**src/rtl/rca_pkg.sv**
```systemverilog
// Shared definitions for the sequential ripple-carry controller:
// FSM state encoding, slice width, default operand width and counter sizing.
package rca_pkg;

   localparam int SLICE_W       = 4;
   localparam int DEFAULT_WIDTH = 16;

   typedef enum logic [1:0] {
      IDLE = 2'd0,
      RUN  = 2'd1,
      DONE = 2'd2
   } state_t;

   // Slice counter width; a single-slice build still needs a 1-bit counter.
   function automatic int cnt_width(input int nib);
      return (nib > 1) ? $clog2(nib) : 1;
   endfunction

endpackage

```
**src/rtl/rca_seq_ctrl_rca.sv**
```systemverilog
// 4-bit ripple-carry adder slice, shared by the sequential controller.
module rca
   import rca_pkg::*;
(
   input  logic [SLICE_W-1:0] a_i,
   input  logic [SLICE_W-1:0] b_i,
   input  logic               carry_i,
   output logic [SLICE_W-1:0] sum_o,
   output logic               carry_o
);

   logic [SLICE_W:0] c_chain;

   assign c_chain[0] = carry_i;

   for (genvar gi = 0; gi < SLICE_W; gi++) begin : g_bit
      assign sum_o[gi]      = a_i[gi] ^ b_i[gi] ^ c_chain[gi];
      assign c_chain[gi+1]  = (a_i[gi] & b_i[gi]) | (c_chain[gi] & (a_i[gi] ^ b_i[gi]));
   end

   assign carry_o = c_chain[SLICE_W];

endmodule

```
**src/rtl/rca_seq_ctrl.sv**
```systemverilog
// Sequential adder: one 4-bit slice per cycle through a single shared rca.
// Optional signed-overflow output ovf_o is built when RCA_SEQ_OVF_EN is defined.
module rca_seq_ctrl
   import rca_pkg::*;
#(
   parameter int WIDTH = DEFAULT_WIDTH
)
(
   input  logic             clk_i,
   input  logic             rst_i,
   input  logic             req_valid_i,
   output logic             req_ready_o,
   input  logic [WIDTH-1:0] a_i,
   input  logic [WIDTH-1:0] b_i,
   input  logic             carry_i,
   output logic             res_valid_o,
   input  logic             res_ready_i,
   output logic [WIDTH-1:0] sum_o,
   output logic             carry_o
`ifdef RCA_SEQ_OVF_EN
   ,
   output logic             ovf_o
`endif
);

   localparam int NIB   = WIDTH / SLICE_W;
   localparam int CNT_W = cnt_width(NIB);
   localparam logic [CNT_W-1:0] LAST_SLICE = CNT_W'(NIB - 1);

   state_t             state_reg, state_next;
   logic [CNT_W-1:0]   cnt_reg, cnt_next;
   logic               carry_reg, carry_next;
   logic [WIDTH-1:0]   a_reg, a_next;
   logic [WIDTH-1:0]   b_reg, b_next;
   logic [WIDTH-1:0]   sum_reg, sum_next;
   logic               cout_reg, cout_next;

   logic [SLICE_W-1:0] a_slice [NIB];
   logic [SLICE_W-1:0] b_slice [NIB];
   logic [SLICE_W-1:0] a_cur, b_cur, add_sum;
   logic               add_cout;
   logic               run_en;

   for (genvar gi = 0; gi < NIB; gi++) begin : g_slice
      assign a_slice[gi] = a_reg[gi*SLICE_W +: SLICE_W];
      assign b_slice[gi] = b_reg[gi*SLICE_W +: SLICE_W];
      // Only the slice under the counter is overwritten; the rest hold.
      assign sum_next[gi*SLICE_W +: SLICE_W] =
         (run_en && (cnt_reg == CNT_W'(gi))) ? add_sum : sum_reg[gi*SLICE_W +: SLICE_W];
   end

   assign run_en = (state_reg == RUN);
   assign a_cur  = a_slice[cnt_reg];
   assign b_cur  = b_slice[cnt_reg];

   rca u_rca (
      .a_i     (a_cur),
      .b_i     (b_cur),
      .carry_i (carry_reg),
      .sum_o   (add_sum),
      .carry_o (add_cout)
   );

`ifdef RCA_SEQ_OVF_EN
   logic ovf_reg, ovf_next;
   logic msb_cin;

   // Carry into the top bit of the slice, recovered from its sum bit.
   assign msb_cin = a_cur[SLICE_W-1] ^ b_cur[SLICE_W-1] ^ add_sum[SLICE_W-1];
`endif

   always_comb begin
      state_next = state_reg;
      cnt_next   = cnt_reg;
      carry_next = carry_reg;
      a_next     = a_reg;
      b_next     = b_reg;
      cout_next  = cout_reg;
`ifdef RCA_SEQ_OVF_EN
      ovf_next   = ovf_reg;
`endif
      case (state_reg)
         IDLE: begin
            if (req_valid_i) begin
               a_next     = a_i;
               b_next     = b_i;
               carry_next = carry_i;
               cnt_next   = '0;
               state_next = RUN;
            end
         end
         RUN: begin
            carry_next = add_cout;
            if (cnt_reg == LAST_SLICE) begin
               cout_next  = add_cout;
`ifdef RCA_SEQ_OVF_EN
               ovf_next   = msb_cin ^ add_cout;
`endif
               state_next = DONE;
            end else begin
               cnt_next = cnt_reg + 1'b1;
            end
         end
         DONE: begin
            if (res_ready_i) begin
               state_next = IDLE;
            end
         end
         default: begin
            state_next = IDLE;
         end
      endcase
   end

   always_ff @(posedge clk_i) begin
      if (rst_i) begin
         state_reg <= IDLE;
         cnt_reg   <= '0;
         carry_reg <= 1'b0;
         a_reg     <= '0;
         b_reg     <= '0;
         sum_reg   <= '0;
         cout_reg  <= 1'b0;
`ifdef RCA_SEQ_OVF_EN
         ovf_reg   <= 1'b0;
`endif
      end else begin
         state_reg <= state_next;
         cnt_reg   <= cnt_next;
         carry_reg <= carry_next;
         a_reg     <= a_next;
         b_reg     <= b_next;
         sum_reg   <= sum_next;
         cout_reg  <= cout_next;
`ifdef RCA_SEQ_OVF_EN
         ovf_reg   <= ovf_next;
`endif
      end
   end

   assign req_ready_o = (state_reg == IDLE);
   assign res_valid_o = (state_reg == DONE);
   assign sum_o       = sum_reg;
   assign carry_o     = cout_reg;
`ifdef RCA_SEQ_OVF_EN
   assign ovf_o       = ovf_reg;
`endif

endmodule

```
**config.mk**
```make
export PLATFORM = sky130hd
export DESIGN_NAME = rca_seq_ctrl
export DESIGN_NICKNAME = d
export VERILOG_FILES = /design/src/rtl/rca_pkg.sv /design/src/rtl/rca_seq_ctrl_rca.sv /design/src/rtl/rca_seq_ctrl.sv
export SDC_FILE = /design/constraint.sdc
export NUM_CORES = 1
export LEC_CHECK = 0
export ABC_CLOCK_PERIOD_IN_PS = 9300
export BUFFER_PORTS_ARGS = -buffer_cell sky130_fd_sc_hd__buf_4
export CORE_MARGIN = 1
export CORE_UTILIZATION = 55
export CTS_BUF_LIST = sky130_fd_sc_hd__clkbuf_8
export CTS_CLUSTER_SIZE = 40
export DETAILED_ROUTE_END_ITERATION = 8
export GPL_TIMING_DRIVEN = 0
export PLACE_DENSITY = 0.88
export SLEW_MARGIN = 5
export SYNTH_ARGS = -nofsm -noshare
export SYNTH_HDL_FRONTEND = slang
export SYNTH_HIERARCHICAL = 1
export SYNTH_SLANG_ARGS = --single-unit
```
**constraint.sdc**
```tcl
create_clock -name clk_i -period 9.3 [get_ports clk_i]
set_input_delay 2.79 -clock clk_i [delete_from_list [all_inputs] [get_ports clk_i]]
set_output_delay 2.79 -clock clk_i [all_outputs]
set_load 0.005 [all_outputs]
```
==> flow_summary.yaml <==
run_status:
  status: "complete, no violations"
grt:
  grt_max_degree: 17
  overflow: 0
  grt_pass1_wl_mm: 8.58
  first_global_vias: 1978
  grt_use_total: 0.260
  antenna_found_initial: 0
layout:
  regArea_um2: 1080
  multi_input_area_um2: 1100
  nFillCells: 311
  drive_gt1_frac: 0.266
  final_net_count: 360
  instances_no_fill: 366
  diodes: 0
  area_delta_synth_final_pct: 26.6
logic_synthesis:
  netlist_instances: 253
  async_flop_share: 0
  synthMuxAreaShare: 0.155
  syn_area_um2: 2320
  ys.flop_type: "dfxtp_1"
  yosysTopAreaCell: "dfxtp_1"
  synth_top_family_by_area: "simple AND/OR/NAND/NOR gates"
  synth_compound_area_frac: 0.0845
  yosysSeqAreaShare: 0.465
  synth-simple-area-share: 0.179
  synth_xor_area_frac: 0
  netlist_top_cells_area: "dfxtp_1, nand2_1, mux2i_1"
  synth-edff-count: 0
  synth_cell_types: 23
  synth_seq_cells: 54
  synthAdderAreaFrac: 0.0560
  syn-num-nets: 298
  ys.warnings.count: 6
  syn_area_per_cell_um2: 9.18
  synth_top_area_frac: 0.465
clocking:
  cts_resized: 0
  clkSinkCount: 54
  cts_buffers: 5
  htreeDepth: 2
  postCtsSetupBuffers: 0
  cts_tree: "built"
  clkLatencyLatePin_ns: 0.31
  clockBufferDepth: 2
  cts_root_buffer: "clkbuf_8"
  hold_buffers: 0
  clk_pin_slew_ns: 0.09
sta:
  setup_viol: 0
  timing.slew.headroom: 0.626
  hold_viol: 0
  grt_setup_unrepaired: "no"
  final.period_utilization: 0.425
  finalClockSkew_ns: 0.00728
  max_freq_mhz: 253
  slew_violations: 0
  tightestPinTransition_ns: 0.560
  fin_tns_setup_ns: 0
  fin_crit_ns: 3.96
hold_path:
  hp-class: "flop to flop"
place:
  dp_cells: 358
  port_buffers: 55
  hpwl_mm: 3.68
  place_congestion: 0.815
setup_path:
  cpLargestDelayFamily: "flip-flops"
  path_max_fanout: 10
  crit_arrival_ns: 1.17
  path_cells: "buf_2 > nor2b_1 > buf_4"
  cpMaxStageDelayCell: "dfxtp_1"
  start_kind: "flop"
  end_kind: "output pin"
  critical_path_class: "flop to output pin"
  slowest_delay_ns: 0.33
  worstPathRequired_ns: 6.51
  path_buf_inv: 2
die:
  std_cell_rows: 23
  dieArea_um2: 4490
  coreArea_um2: 4030
  fp.dieH_um: 67.0
  fp.dieW_um: 67.0
  initial_utilization: 0.577
  ioPinCount: 56
power_and_ir_drop:
  p_seq_frac: 0.489
  ir_worst_vdd_mv: 0.119
  pwr-share-comb: 0.137
  clockPowerShare: 0.374
  internal_power_w: 0.000391
  power_per_cell_area_nw_per_um2: 173
  p_switching_w: 0.000117
  switching_share: 0.230
  p_leak_nw: 1.35
detailed_routing:
  post-route-drc-count: 0
  wl_per_cell_um: 13.8
  first_pass_iters: 4
  viasPerCell: 5.25
  drt_iter0_drc: 58
  drtAntennaViolNets: 0
  wirelength_mm: 5.04
  vias: 1923
job:
  max-cap-violations: 0
power by group through the flow:
stage | logic [W] | clock network (W) | registers, W
floorplan | 0.0000434 | 0 | 0.000252
global placement | 0.0000667 | 0 | 0.000253
detailed placement | 0.0000689 | 0 | 0.000254
CTS | 0.0000695 | 0.000192 | 0.000248
global route | 0.0000781 | 0.000201 | 0.000250
finish | 0.0000693 | 0.000190 | 0.000248
metal layers:
layer	GRT usage	routed length, µm
met1	0.305	2140
met2	0.462	2570
met3	0.0514	218
met4	0.0984	107
met5	0	0
worst register-to-register path, stage by stage (launching register included):
cell     delay [ns]
dfxtp_1        0.37
buf_2          0.33
mux4_2         0.58
fa_1           0.44
inv_1          0.08
fa_1           0.15
inv_1          0.04
fa_1           0.36
inv_1          0.09
fa_1           0.41
inv_1          0.14
mux2i_1        0.09
nor2_1         0.09
through the flow:
| step | util | hold WS, ns | instance area (µm²) | setup WS (ns) | total power [W] |
|---|---|---|---|---|---|
| after floorplan | - | 0.433 | 2320 | 5.54 | 0.000295 |
| after global placement | 0.695 | 0.440 | 2800 | 5.35 | 0.000320 |
| after detailed placement | 0.695 | 0.446 | 2800 | 5.31 | 0.000322 |
| after CTS | 0.730 | 0.459 | 2940 | 5.34 | 0.000510 |
| after global routing | 0.730 | 0.480 | 2940 | 5.24 | 0.000528 |
| final | 0.730 | 0.459 | 2940 | 5.34 | 0.000508 |
synth_stat cells (4+ instances only):
| cell type | number |
|---|---|
| dfxtp_1 | 54 |
| clkbuf_1 | 7 |
| nor2_1 | 19 |
| buf_2 | 6 |
| nand2_1 | 65 |
| mux4_2 | 8 |
| inv_1 | 14 |
| fa_1 | 4 |
| nand3b_1 | 4 |
| buf_4 | 4 |
| mux2i_1 | 18 |
| a21oi_1 | 33 |
| ha_1 | 4 |
cells in the final DEF, fill, tap and decap left out:
| master | count |
|---|---|
| clkbuf_8 | 6 |
| bufinv_16 | 2 |
| mux4_2 | 8 |
| dfxtp_1 | 54 |
| nor2_1 | 19 |
| a21oi_1 | 33 |
| buf_4 | 59 |
| inv_1 | 14 |
| ha_1 | 4 |
| nor2b_1 | 2 |
| nor3b_2 | 1 |
| nand3b_1 | 4 |
| o31ai_1 | 1 |
| nor3_1 | 2 |
| or3b_1 | 1 |
| or3_1 | 1 |
| or3b_2 | 1 |
| o32ai_1 | 1 |
| clkbuf_1 | 7 |
| fa_1 | 4 |
| nand2_1 | 65 |
| a2111oi_2 | 1 |
| buf_2 | 6 |
| mux2i_1 | 18 |
| nand2b_1 | 2 |
logic make-up (layout without fill, tap and decap cells):
kind of cell,after synthesis,count (layout)
fa+ha+maj,8,8
flops,54,54
buf+inv,31,94
mux,26,26
compound gates,36,36
simple gates,98,98
layout make-up:
cell class / count / area share
Clock buffer: 6 / 0.0281
Buffer: 17 / 0.0293
Clock inverter: 2 / 0.0204
Multi-Input combinational cell: 168 / 0.375
Sequential cell: 54 / 0.368
Inverter: 14 / 0.0179
Timing Repair Buffer: 55 / 0.140
Tap cell: 50 / 0.0213
path summary, 6_finish.rpt:
kind,cells past startpoint,slack (ns),startpoint,endpoint
worst max-delay path,3,5.34,state_reg[1],res_valid_o
worst min-delay path,2,0.46,a_reg[13],a_reg[13]
worst max register to register,12,6.08,cnt_reg[0],sum_o[11]
worst min register to register,2,0.46,a_reg[13],a_reg[13]
Power figures use the tool's default switching activity.
